## src/rtl/change_dispense_ctrl.sv

```systemverilog
// Change/refund payout sequencer: greedy 10/5 Rs coin selection, hopper handshake, tube inventory.
// Optional macro CHANGE_ACK_TIMEOUT_EN aborts a payout when the hopper fails to ack in ACK_TIMEOUT cycles.
module change_dispense_ctrl #(
  parameter int AMT_W       = 5,
  parameter int COIN_MAX    = 31,
  parameter int ACK_TIMEOUT = 15
) (
  input  logic             clk,
  input  logic             reset,
  input  logic             start,
  input  logic [AMT_W-1:0] change_amt,
  input  logic             load_en,
  input  logic [AMT_W-1:0] coin10_add,
  input  logic [AMT_W-1:0] coin5_add,
  output logic             eject_req,
  output logic             eject_coin,
  input  logic             eject_ack,
  output logic             busy,
  output logic             done,
  output logic [AMT_W-1:0] shortfall,
  output logic [AMT_W-1:0] coin10_cnt,
  output logic [AMT_W-1:0] coin5_cnt,
  output logic             timeout_err
);

  if (COIN_MAX > (2**AMT_W) - 1 || ACK_TIMEOUT < 1) begin : g_param_chk
    $error("change_dispense_ctrl: COIN_MAX exceeds AMT_W range or ACK_TIMEOUT < 1");
  end

  typedef enum logic [1:0] {
    IDLE     = 2'd0,
    SELECT   = 2'd1,
    WAIT_ACK = 2'd2,
    FINISH   = 2'd3
  } state_t;

  localparam logic [AMT_W-1:0] AMT_TEN  = AMT_W'(10);
  localparam logic [AMT_W-1:0] AMT_FIVE = AMT_W'(5);

  state_t           state, state_d;
  logic [AMT_W-1:0] remaining, remaining_d;
  logic [AMT_W-1:0] shortfall_d;
  logic [AMT_W-1:0] coin10_d, coin5_d;
  logic             eject_req_d, eject_coin_d, busy_d, done_d;
  logic             dec10, dec5;

  // Clamp a widened signed count into [0, COIN_MAX].
  function automatic logic [AMT_W-1:0] sat_cnt(input logic signed [AMT_W+1:0] v);
    logic signed [AMT_W+1:0] ceil_v;
    ceil_v = $signed((AMT_W+2)'(COIN_MAX));
    if (v[AMT_W+1])
      return '0;
    else if (v > ceil_v)
      return AMT_W'(COIN_MAX);
    else
      return v[AMT_W-1:0];
  endfunction

  // Refill and hopper decrement land in the same cycle; both apply before saturation.
  function automatic logic [AMT_W-1:0] next_cnt(input logic [AMT_W-1:0] cnt,
                                                input logic [AMT_W-1:0] add,
                                                input logic             ld,
                                                input logic             dec);
    logic signed [AMT_W+1:0] sum;
    sum = $signed({2'b00, cnt});
    if (ld)
      sum = sum + $signed({2'b00, add});
    if (dec)
      sum = sum - $signed((AMT_W+2)'(1));
    return sat_cnt(sum);
  endfunction

`ifdef CHANGE_ACK_TIMEOUT_EN
  localparam int TMR_W = $clog2(ACK_TIMEOUT + 1);
  logic [TMR_W-1:0] tmr, tmr_d;
  logic             timeout_err_d;
`endif

  always_comb begin
    state_d      = state;
    remaining_d  = remaining;
    shortfall_d  = shortfall;
    eject_req_d  = eject_req;
    eject_coin_d = eject_coin;
    busy_d       = busy;
    done_d       = 1'b0;
    dec10        = 1'b0;
    dec5         = 1'b0;
`ifdef CHANGE_ACK_TIMEOUT_EN
    tmr_d         = tmr;
    timeout_err_d = timeout_err;
`endif
    case (state)
      IDLE: begin
        if (start) begin
          remaining_d = change_amt;
          shortfall_d = '0;
          busy_d      = 1'b1;
          state_d     = SELECT;
`ifdef CHANGE_ACK_TIMEOUT_EN
          timeout_err_d = 1'b0;
`endif
        end
      end
      SELECT: begin
`ifdef CHANGE_ACK_TIMEOUT_EN
        tmr_d = '0;
`endif
        if (remaining >= AMT_TEN && coin10_cnt != '0) begin
          eject_req_d  = 1'b1;
          eject_coin_d = 1'b1;
          state_d      = WAIT_ACK;
        end else if (remaining >= AMT_FIVE && coin5_cnt != '0) begin
          eject_req_d  = 1'b1;
          eject_coin_d = 1'b0;
          state_d      = WAIT_ACK;
        end else begin
          state_d = FINISH;
        end
      end
      WAIT_ACK: begin
        if (eject_ack) begin
          eject_req_d = 1'b0;
          state_d     = SELECT;
          if (eject_coin) begin
            remaining_d = remaining - AMT_TEN;
            dec10       = 1'b1;
          end else begin
            remaining_d = remaining - AMT_FIVE;
            dec5        = 1'b1;
          end
        end
`ifdef CHANGE_ACK_TIMEOUT_EN
        else if (tmr == TMR_W'(ACK_TIMEOUT - 1)) begin
          // Unacked coin stays in the tube and its value remains unpaid.
          eject_req_d   = 1'b0;
          timeout_err_d = 1'b1;
          state_d       = FINISH;
        end else begin
          tmr_d = tmr + TMR_W'(1);
        end
`endif
      end
      FINISH: begin
        shortfall_d = remaining;
        done_d      = 1'b1;
        busy_d      = 1'b0;
        state_d     = IDLE;
      end
      default: state_d = IDLE;
    endcase
    coin10_d = next_cnt(coin10_cnt, coin10_add, load_en, dec10);
    coin5_d  = next_cnt(coin5_cnt, coin5_add, load_en, dec5);
  end

  always_ff @(posedge clk or negedge reset) begin
    if (!reset) begin
      state      <= IDLE;
      remaining  <= '0;
      shortfall  <= '0;
      eject_req  <= 1'b0;
      eject_coin <= 1'b0;
      busy       <= 1'b0;
      done       <= 1'b0;
      coin10_cnt <= '0;
      coin5_cnt  <= '0;
    end else begin
      state      <= state_d;
      remaining  <= remaining_d;
      shortfall  <= shortfall_d;
      eject_req  <= eject_req_d;
      eject_coin <= eject_coin_d;
      busy       <= busy_d;
      done       <= done_d;
      coin10_cnt <= coin10_d;
      coin5_cnt  <= coin5_d;
    end
  end

`ifdef CHANGE_ACK_TIMEOUT_EN
  always_ff @(posedge clk or negedge reset) begin
    if (!reset) begin
      tmr         <= '0;
      timeout_err <= 1'b0;
    end else begin
      tmr         <= tmr_d;
      timeout_err <= timeout_err_d;
    end
  end
`else
  assign timeout_err = 1'b0;
`endif

endmodule

```

## config.mk

```make
export PLATFORM = sky130hd
export DESIGN_NAME = change_dispense_ctrl
export DESIGN_NICKNAME = d
export VERILOG_FILES = /design/src/rtl/change_dispense_ctrl.sv
export SDC_FILE = /design/constraint.sdc
export NUM_CORES = 1
export LEC_CHECK = 0
export ABC_AREA = 1
export CAP_MARGIN = 10
export CORE_MARGIN = 5
export CORE_UTILIZATION = 48
export DETAILED_ROUTE_END_ITERATION = 8
export PLACE_DENSITY = 0.77
export SYNTH_ARGS = -nofsm -noshare
export SYNTH_HDL_FRONTEND = slang
export SYNTH_SLANG_ARGS = --single-unit
```

## constraint.sdc

```tcl
create_clock -name clk -period 2.2 [get_ports clk]
set_clock_uncertainty 0.1 [all_clocks]
set_input_delay 0.44 -clock clk [delete_from_list [all_inputs] [get_ports clk]]
set_output_delay 0.44 -clock clk [all_outputs]
set_load 0.05 [all_outputs]
```

* Yosys cells after proc, flatten, opt, wreduce, memory -nomap -nowiden
Cells that the tools add are included.
** Operators by class
- Add/subtract/negate cells :: 6
- Magnitude comparators :: 4
- Eq/ne operators :: 6
- Muxes and demuxes :: 34
- Reduce and logical (&&, ||, !) cells :: 14
** Operators by type and width (number)
- 5-bit 2-to-1 mux :: 8
- 5-bit one-hot mux with 2 select lines :: 2
- 1-bit 2-to-1 mux :: 15
- 7-bit by 6-bit > comparator with 1-bit output, second input constant :: 2
- 7-bit 2-to-1 mux :: 2
- 7-bit by 2-bit subtractor with 7-bit output, second input constant :: 2
- 5-bit by 5-bit adder with 6-bit output :: 2
- 6-bit 2-to-1 mux :: 2
- 5-bit nonzero test :: 2
- 2-bit one-hot mux with 4 select lines :: 1
- 2-bit nonzero test :: 4
- 2-bit AND reduction :: 3
- 3-bit AND reduction :: 2
- 5-bit by 3-bit >= comparator with 1-bit output, second input constant :: 1
- 5-bit by 4-bit >= comparator with 1-bit output, second input constant :: 1
- 5-bit by 3-bit subtractor with 5-bit output, second input constant :: 1
- 5-bit by 4-bit subtractor with 5-bit output, second input constant :: 1
- 2-bit == test, second input constant :: 2
- 2-bit 2-to-1 mux :: 2
- 2-bit != test, second input constant :: 2
- 1-bit one-hot mux with 2 select lines :: 2
- 3-bit != test, second input constant :: 1
- 2-bit by 1-bit == test with 1-bit output, second input constant :: 1
- 1-bit logical AND :: 2
- 2-bit logical NOT :: 1
** Word-level totals
- Flip-flop bits (word level) :: 26
- Output and inout port bits :: 20
- Word-level logic and storage cells :: 73

* Depth between registers and ports, before layout
Gate-level depths: netlist of the first run.
- Word-level depth :: 7
- Mapped depth :: 15
- Mapped depth without buffers :: 15

* Least setup slack after synthesis of the first run
OpenSTA, ideal clock, no wires.
- Path kind :: flip-flop to flip-flop
- Start :: reg coin10_cnt[0]
- End :: reg coin10_cnt[1]
- Data arrival time :: 2.392 ns
- Setup slack :: -0.405 ns
- Stages on the path, launching flop included :: 14
- Path through :: dfrtp_1 > ha_1 > inv_1 > fa_1 > nand2_1 > o21ai_0 > ha_1 > inv_1 > nor3_4 > nand3_2 > nor2_2 > inv_1 > nand2_1 > inv_1
** On the way
- Longest elaborated chain between the ends :: 7
** RTL lines
- start, declared :: line 21 : output logic [AMT_W-1:0] coin10_cnt,
- start signal, assigned :: line 175 : coin10_cnt <= coin10_d;
- 5-bit by 5-bit adder with 6-bit output :: line 67 : sum = sum + $signed({2'b00, add});
- 6-bit 2-to-1 mux (*) :: line 66 : if (ld)
- 7-bit by 2-bit subtractor with 7-bit output :: line 69 : sum = sum - $signed((AMT_W+2)'(1));
- 7-bit 2-to-1 mux (*) :: line 68 : if (dec)
- 7-bit by 6-bit > comparator with 1-bit output :: line 53 : else if (v > ceil_v)
- 5-bit 2-to-1 mux :: line 53
- 5-bit 2-to-1 mux (*) :: line 51 : if (v[AMT_W+1])
- net coin10_d[1] :: line 43 : logic [AMT_W-1:0] coin10_d, coin5_d;
The timed path passes the listed nets; every way through them passes the cells marked *.
A chain may end at the register's enable or synchronous reset.

* Worst setup path after layout of the first run
- Start :: reg coin10_cnt[0]
- End :: reg coin10_cnt[4]
The elaborated chain is that of the path after synthesis.

==> results of run 1 <==
[logic make-up after synthesis]
family | Yosys count | share of synthesized area (%)
compound gates | 40 | 10.1
fa+ha+maj | 20 | 11.6
simple gates | 163 | 37.6
other cells | 1 | 0.164
xor+xnor | 5 | 1.92
buf+inv | 57 | 9.59
mux | 1 | 0.493
flops | 26 | 28.5
[placed cells by master, fill, tap and decap left out, drive strengths merged, types with 3 or more instances in the layout]
| cell type | netlist | routed |
|---|---|---|
| nand2 | 85 | 85 |
| inv | 54 | 54 |
| nand3 | 38 | 38 |
| clkdlybuf4s50 | 0 | 33 |
| buf | 2 | 31 |
| nor2 | 27 | 27 |
| dfrtp | 26 | 26 |
| o21ai | 21 | 21 |
| ha | 18 | 18 |
| a21oi | 12 | 12 |
| nand4 | 6 | 6 |
| or2 | 5 | 5 |
| xor2 | 4 | 4 |
| clkbuf | 1 | 4 |
| dlygate4sd2 | 0 | 3 |
[registers in the layout (all words and copies together) (netlist names)]
name / flops
remaining: 5
state: 2
done: 1
shortfall: 5
coin5_cnt: 5
eject_coin: 1
eject_req: 1
busy: 1
coin10_cnt: 5
[timing repair]
| action | CTS | global route |
|---|---|---|
| endpoints found under the setup margin | 10 | 11 |
| cloned | 0 | 0 |
| gates resized for setup | 10 | 10 |
| buffers inserted | 3 | 2 |
| pin swaps | 8 | 15 |
[cell type report]
type	count	area, um^2	area share (%)
clock buffer	4	55.1	1.78
tap	54	67.6	2.19
timing repair buffer	69	612	19.8
inverter	54	203	6.57
multi-input combinational	230	1490	48.4
sequential	26	656	21.2
[critical path, delay by kind of cell (launching register included)]
kind | cells | cell delay, ps
buffers and inverters | 2 | 170
AOI/OAI and AO/OA | 1 | 80
DFF | 1 | 400
adders and majority gates | 2 | 610
and+or+nand+nor | 8 | 690
[worst max-delay path by stage]
| stage | from | endpoint |
|---|---|---|
| after detailed placement | coin5_add[0] | coin5_cnt[1] |
| after global routing | coin10_cnt[0] | coin10_cnt[3] |
| final | coin10_cnt[0] | coin10_cnt[4] |
| after CTS | coin10_cnt[0] | coin10_cnt[1] |
| after global placement | coin10_add[0] | coin10_cnt[1] |
| after floorplan | coin5_cnt[0] | coin5_cnt[1] |
[metrics by stage]
step                      instance area (um^2)  power (mW)  cells  worst slack, ps
final                                     3090        4.16    437             39.9
after detailed placement                  2950        3.75    428             -569
after CTS                                 3040        4.11    435            -33.1
after global routing                      3090        4.52    437            -73.6
after global placement                    2950        3.69    428             -475
after floorplan                           2330        2.86    313            -80.4
[metal layers]
layer	up-vias	global-route usage, %	part of all wire, %
met4	0	4.98	1.2
met5	-	0	0
met2	41	32.7	54
li1	1145	-	-
met1	1042	22.6	42
met3	6	2.61	3.3
[where the power goes]
part           switching, mW  total (mW)  internal (mW)
clock                  0.151       0.311          0.160
combinational           1.81        2.91           1.10
sequential             0.244       0.938          0.693
total                   2.21        4.16           1.95
==> impl_metrics.toml, run 1 <==
[timing]
fin_crit_ps = 2160
max_freq_mhz = 463
finalSetupViolations = 0
hold_viol_final = 0
max-slew-margin-rel_pct = 66.2
timing.hold.ws_ps = 391
post-route-period-util_pct = 98.2
rsz0062_at_grt = "true"
worstMarginPinSlew_ps = 507
report.final.slew_viol_count = 0
fin_tns_setup_ps = 0

[flow_run]
cap_violations = 0

[global_routing]
grt_pass1_vias = 2186
grt_pass1_wl_um = 9320
gr-total-overflow = 0
grt_max_degree = 27
grt_usage_pct = 18.2
antenna_found_initial = 0

[die]
dieArea_um2 = 6240
io_pins = 40
die_x_um = 79.0
coreArea_um2 = 4660
start_util_pct = 49.0
fp-row-count = 25
die_h_um = 79.0

[finish]
drive_above_1_share_pct = 24.5
n_antenna_cell = 0
num-fill-cells = 401
num-nets-final = 424
syn_to_final_growth_pct = 35.2
fin_util_pct = 66.2

[logic_synthesis]
netlist_area_um2 = 2280
ys_seq_area_share_pct = 28.5
syn_avg_cell_area_um2 = 7.30
synthTopCellsByCount = "nand2_1 (75), inv_1 (47), nand3_1 (35)"
synth_area_leader_cell = "dfrtp_1"
synth_edf_count = 0
yosys.cell_types.count = 37
syn-num-nets = 353
yosysWarnings = 0
yosysTopAreaCellShare_pct = 28.5
ys_ff_latch = 26
synthFlopType = "dfrtp_1"
synth.top_cells.by_area = "dfrtp_1 (28%), nand2_1 (12%), ha_1 (9.9%)"
synth_cells = 313
synth_most_common_cell = "nand2_1"
async_reset_ff_share_pct = 100

[clock_tree]
cts_buffer_depth = 2
clock_latency_ps = 270
cts_root_buf = "clkbuf_8"
cts_sinks = 26
h-tree-depth = 1
hold_buffers = 0
cts_buffers = 3
path_clk_slew_ps = 90
cts_tree = "done"

[pwr]
leakage_nw = 1.60
vdd_drop_max_v = 0.000628
cellPowerDensity_nw_per_um2 = 1350

[worst_hold_path]
whs_path_depth = 2
holdCritPathClass = "flip-flop to flip-flop"
hold_start = "busy"
hold_end = "busy"

[detailed_routing]
wirelength_um = 5510
wire_per_inst_um = 12.6
drtIter0Drc = 120
drtPass1Iterations = 4
antenna_left = 0
drc_errors = 0
vias = 2234
vias_per_cell = 5.11

[worst_setup_path]
end_kind = "flip-flop"
reg2reg_depth = 13
crit_chain = "ha_4, inv_2, fa_1, nand2_1, o21ai_2, buf_4, nand3_2, nor2_4, nand3_2, nand2_2, nand2_1, nor2_1, nor2_1"
cp_max_fo = 4
r2r_start = "coin10_cnt[0]"
critical_path_class = "flip-flop to flip-flop"
startpoint_type = "flip-flop"
crit_path_max_incr_delay_ps = 470
cpMaxStageDelayCell = "fa_1"
critPathArrivalTime_ps = 2230
crit_required_ps = 2270
r2r_end = "coin10_cnt[4]"
rrSetupSlack_ps = 40

[place]
gp_congestion = 0.876
dp_hpwl_um = 4400
portBuffers = 38

[status]
status = "completed"
Note: power is estimated with default switching activity, not from simulation.
==> run 2: changes to the inputs <==
- TNS_END_PERCENT: unset -> 1
==> impl_metrics.toml, run 2 (synthesized netlist as in run 1, its figures left out) <==
[finish]
multiInputGateArea_um2 = 1500
syn_to_final_growth_pct = 37.4
n_antenna_cell = 0
final_area_um2 = 3140
fin_util_pct = 67.3
final_common_cell = "nand2_1"
num-nets-final = 430
drive_above_1_share_pct = 25.4
fin_cells = 443
final_cell_mix = "nand2_1 (70), inv_1 (44), buf_4 (37), nand3_1 (33), clkdlybuf4s50_1 (32)"
num-fill-cells = 379
ff_latch_area_um2 = 656

[pwr]
cellPowerDensity_nw_per_um2 = 1330
power_mw = 4.16
vdd_drop_max_v = 0.000630
leakage_nw = 1.62

[timing]
fin_crit_ps = 2200
hold_viol_final = 0
report.final.slew_viol_count = 0
max-slew-margin-rel_pct = 65.9
rsz0062_at_grt = "true"
finalSetupViolations = 1
timing.hold.ws_ps = 390
post-route-period-util_pct = 100
setup_ws_ps = -0.769
worstMarginPinSlew_ps = 510
max_freq_mhz = 454

[clock_tree]
cts_root_buf = "clkbuf_8"
hold_buffers = 0
clock_latency_ps = 270
path_clk_slew_ps = 90
cts_buffers = 3
h-tree-depth = 1
cts_sinks = 26
cts_buffer_depth = 2
cts_tree = "done"

[detailed_routing]
drc_errors = 0
wire_per_inst_um = 12.5
vias_per_cell = 5.02
drtIter0Drc = 82
antenna_left = 0
drtPass1Iterations = 4
vias = 2223
wirelength_um = 5530

[die]
dieArea_um2 = 6240
fp-row-count = 25
coreArea_um2 = 4660
die_h_um = 79.0
die_x_um = 79.0
start_util_pct = 49.0
io_pins = 40

[status]
violations = "setup timing"
status = "finished, violations left"

[place]
dpl_cell_area_um2 = 2980
dp_hpwl_um = 4360
portBuffers = 38
gp_congestion = 0.878
place_inst = 432

[global_routing]
antenna_found_initial = 0
grt_pass1_vias = 2187
grt_max_degree = 27
gr-total-overflow = 0
grt_pass1_wl_um = 9440
grt_usage_pct = 18.4

[worst_setup_path]
startpoint_type = "flip-flop"
critPathArrivalTime_ps = 2320
crit_path_max_incr_delay_ps = 430
critical_path_class = "flip-flop to flip-flop"
end_kind = "flip-flop"
cp_max_fo = 2
crit_required_ps = 2320
cpMaxStageDelayCell = "dfrtp_2"
crit_chain = "ha_4, inv_1, fa_1, nand2_1, o21ai_2, ha_2, buf_4, buf_4, a22oi_1, nor2_1, nand3_1, nand2_1, inv_1"

[flow_run]
cap_violations = 0

[worst_hold_path]
holdCritPathClass = "flip-flop to flip-flop"
## run 2: changes by cell type in the layout (fill, tap and decap cells not counted), moves of 2 or more
cell,before,now
nand2_1,72,70
nand3_2,7,5
buf_4,31,37
inv_1,42,44
inv_2,12,10
nand2_2,9,11
nand3_1,31,33
## run 2: repair_timing
action / in CTS / in global routing
gates resized for setup: 14 / 9
pin swaps: 12 / 13
buffers inserted: 3 / 4
endpoints found under the setup margin: 10 / 10
## run 2: final timing paths
| kind | startpoint | endpoint | slack (ps) | cells after the start |
|---|---|---|---|---|
| worst max-delay path | coin10_cnt[0] | coin10_cnt[2] | -0.8 | 13 |
| worst min-delay path | eject_req | eject_req | 390 | 2 |
| worst max register to register | coin10_cnt[0] | coin10_cnt[2] | -0.8 | 13 |
| worst min register to register | eject_req | eject_req | 390 | 2 |
| max in group asynchronous | reset | coin10_cnt[1] | 1310 | 2 |
| min in group asynchronous | reset | shortfall[2] | 430 | 2 |
## run 2: cell type report
cell class | instances | share of cell area (%)
multi-input cells | 230 | 47.8
inverters | 54 | 6.46
clock buffers | 4 | 1.76
flip-flops and latches | 26 | 20.9
well taps | 54 | 2.15
repair buffers | 75 | 20.9
## run 2: power by group
part,leakage (nW),internal [mW],total [mW],switching (mW)
Clock,0.0288,0.160,0.307,0.147
Combinational,1.29,1.11,2.92,1.81
Sequential,0.300,0.693,0.931,0.238
## run 2: stage by stage
step           setup WS (ps)  setup TNS [ps]
6_report              -0.769          -0.769
3_5_place_dp            -625           -5190
3_3_place_gp            -484           -4340
4_1_cts                -41.9            -149
5_1_grt                 -113            -883
2_1_floorplan          -85.7            -290
## run 2: worst max-delay path: cells and delay by family, from the launching register on
kind	cells	cell delay (ps)
fa+ha+maj	3	750
flops	1	430
buf+inv	4	370
simple gates	4	280
compound gates	2	210
## run 2: per-layer routing
metal	wire length (um)	up-vias	track usage, %
li1	-	1159	-
met1	2400	1010	22.7
met2	2830	40	33.3
met3	169	14	2.83
met4	129	0	4.64
met5	0	-	0
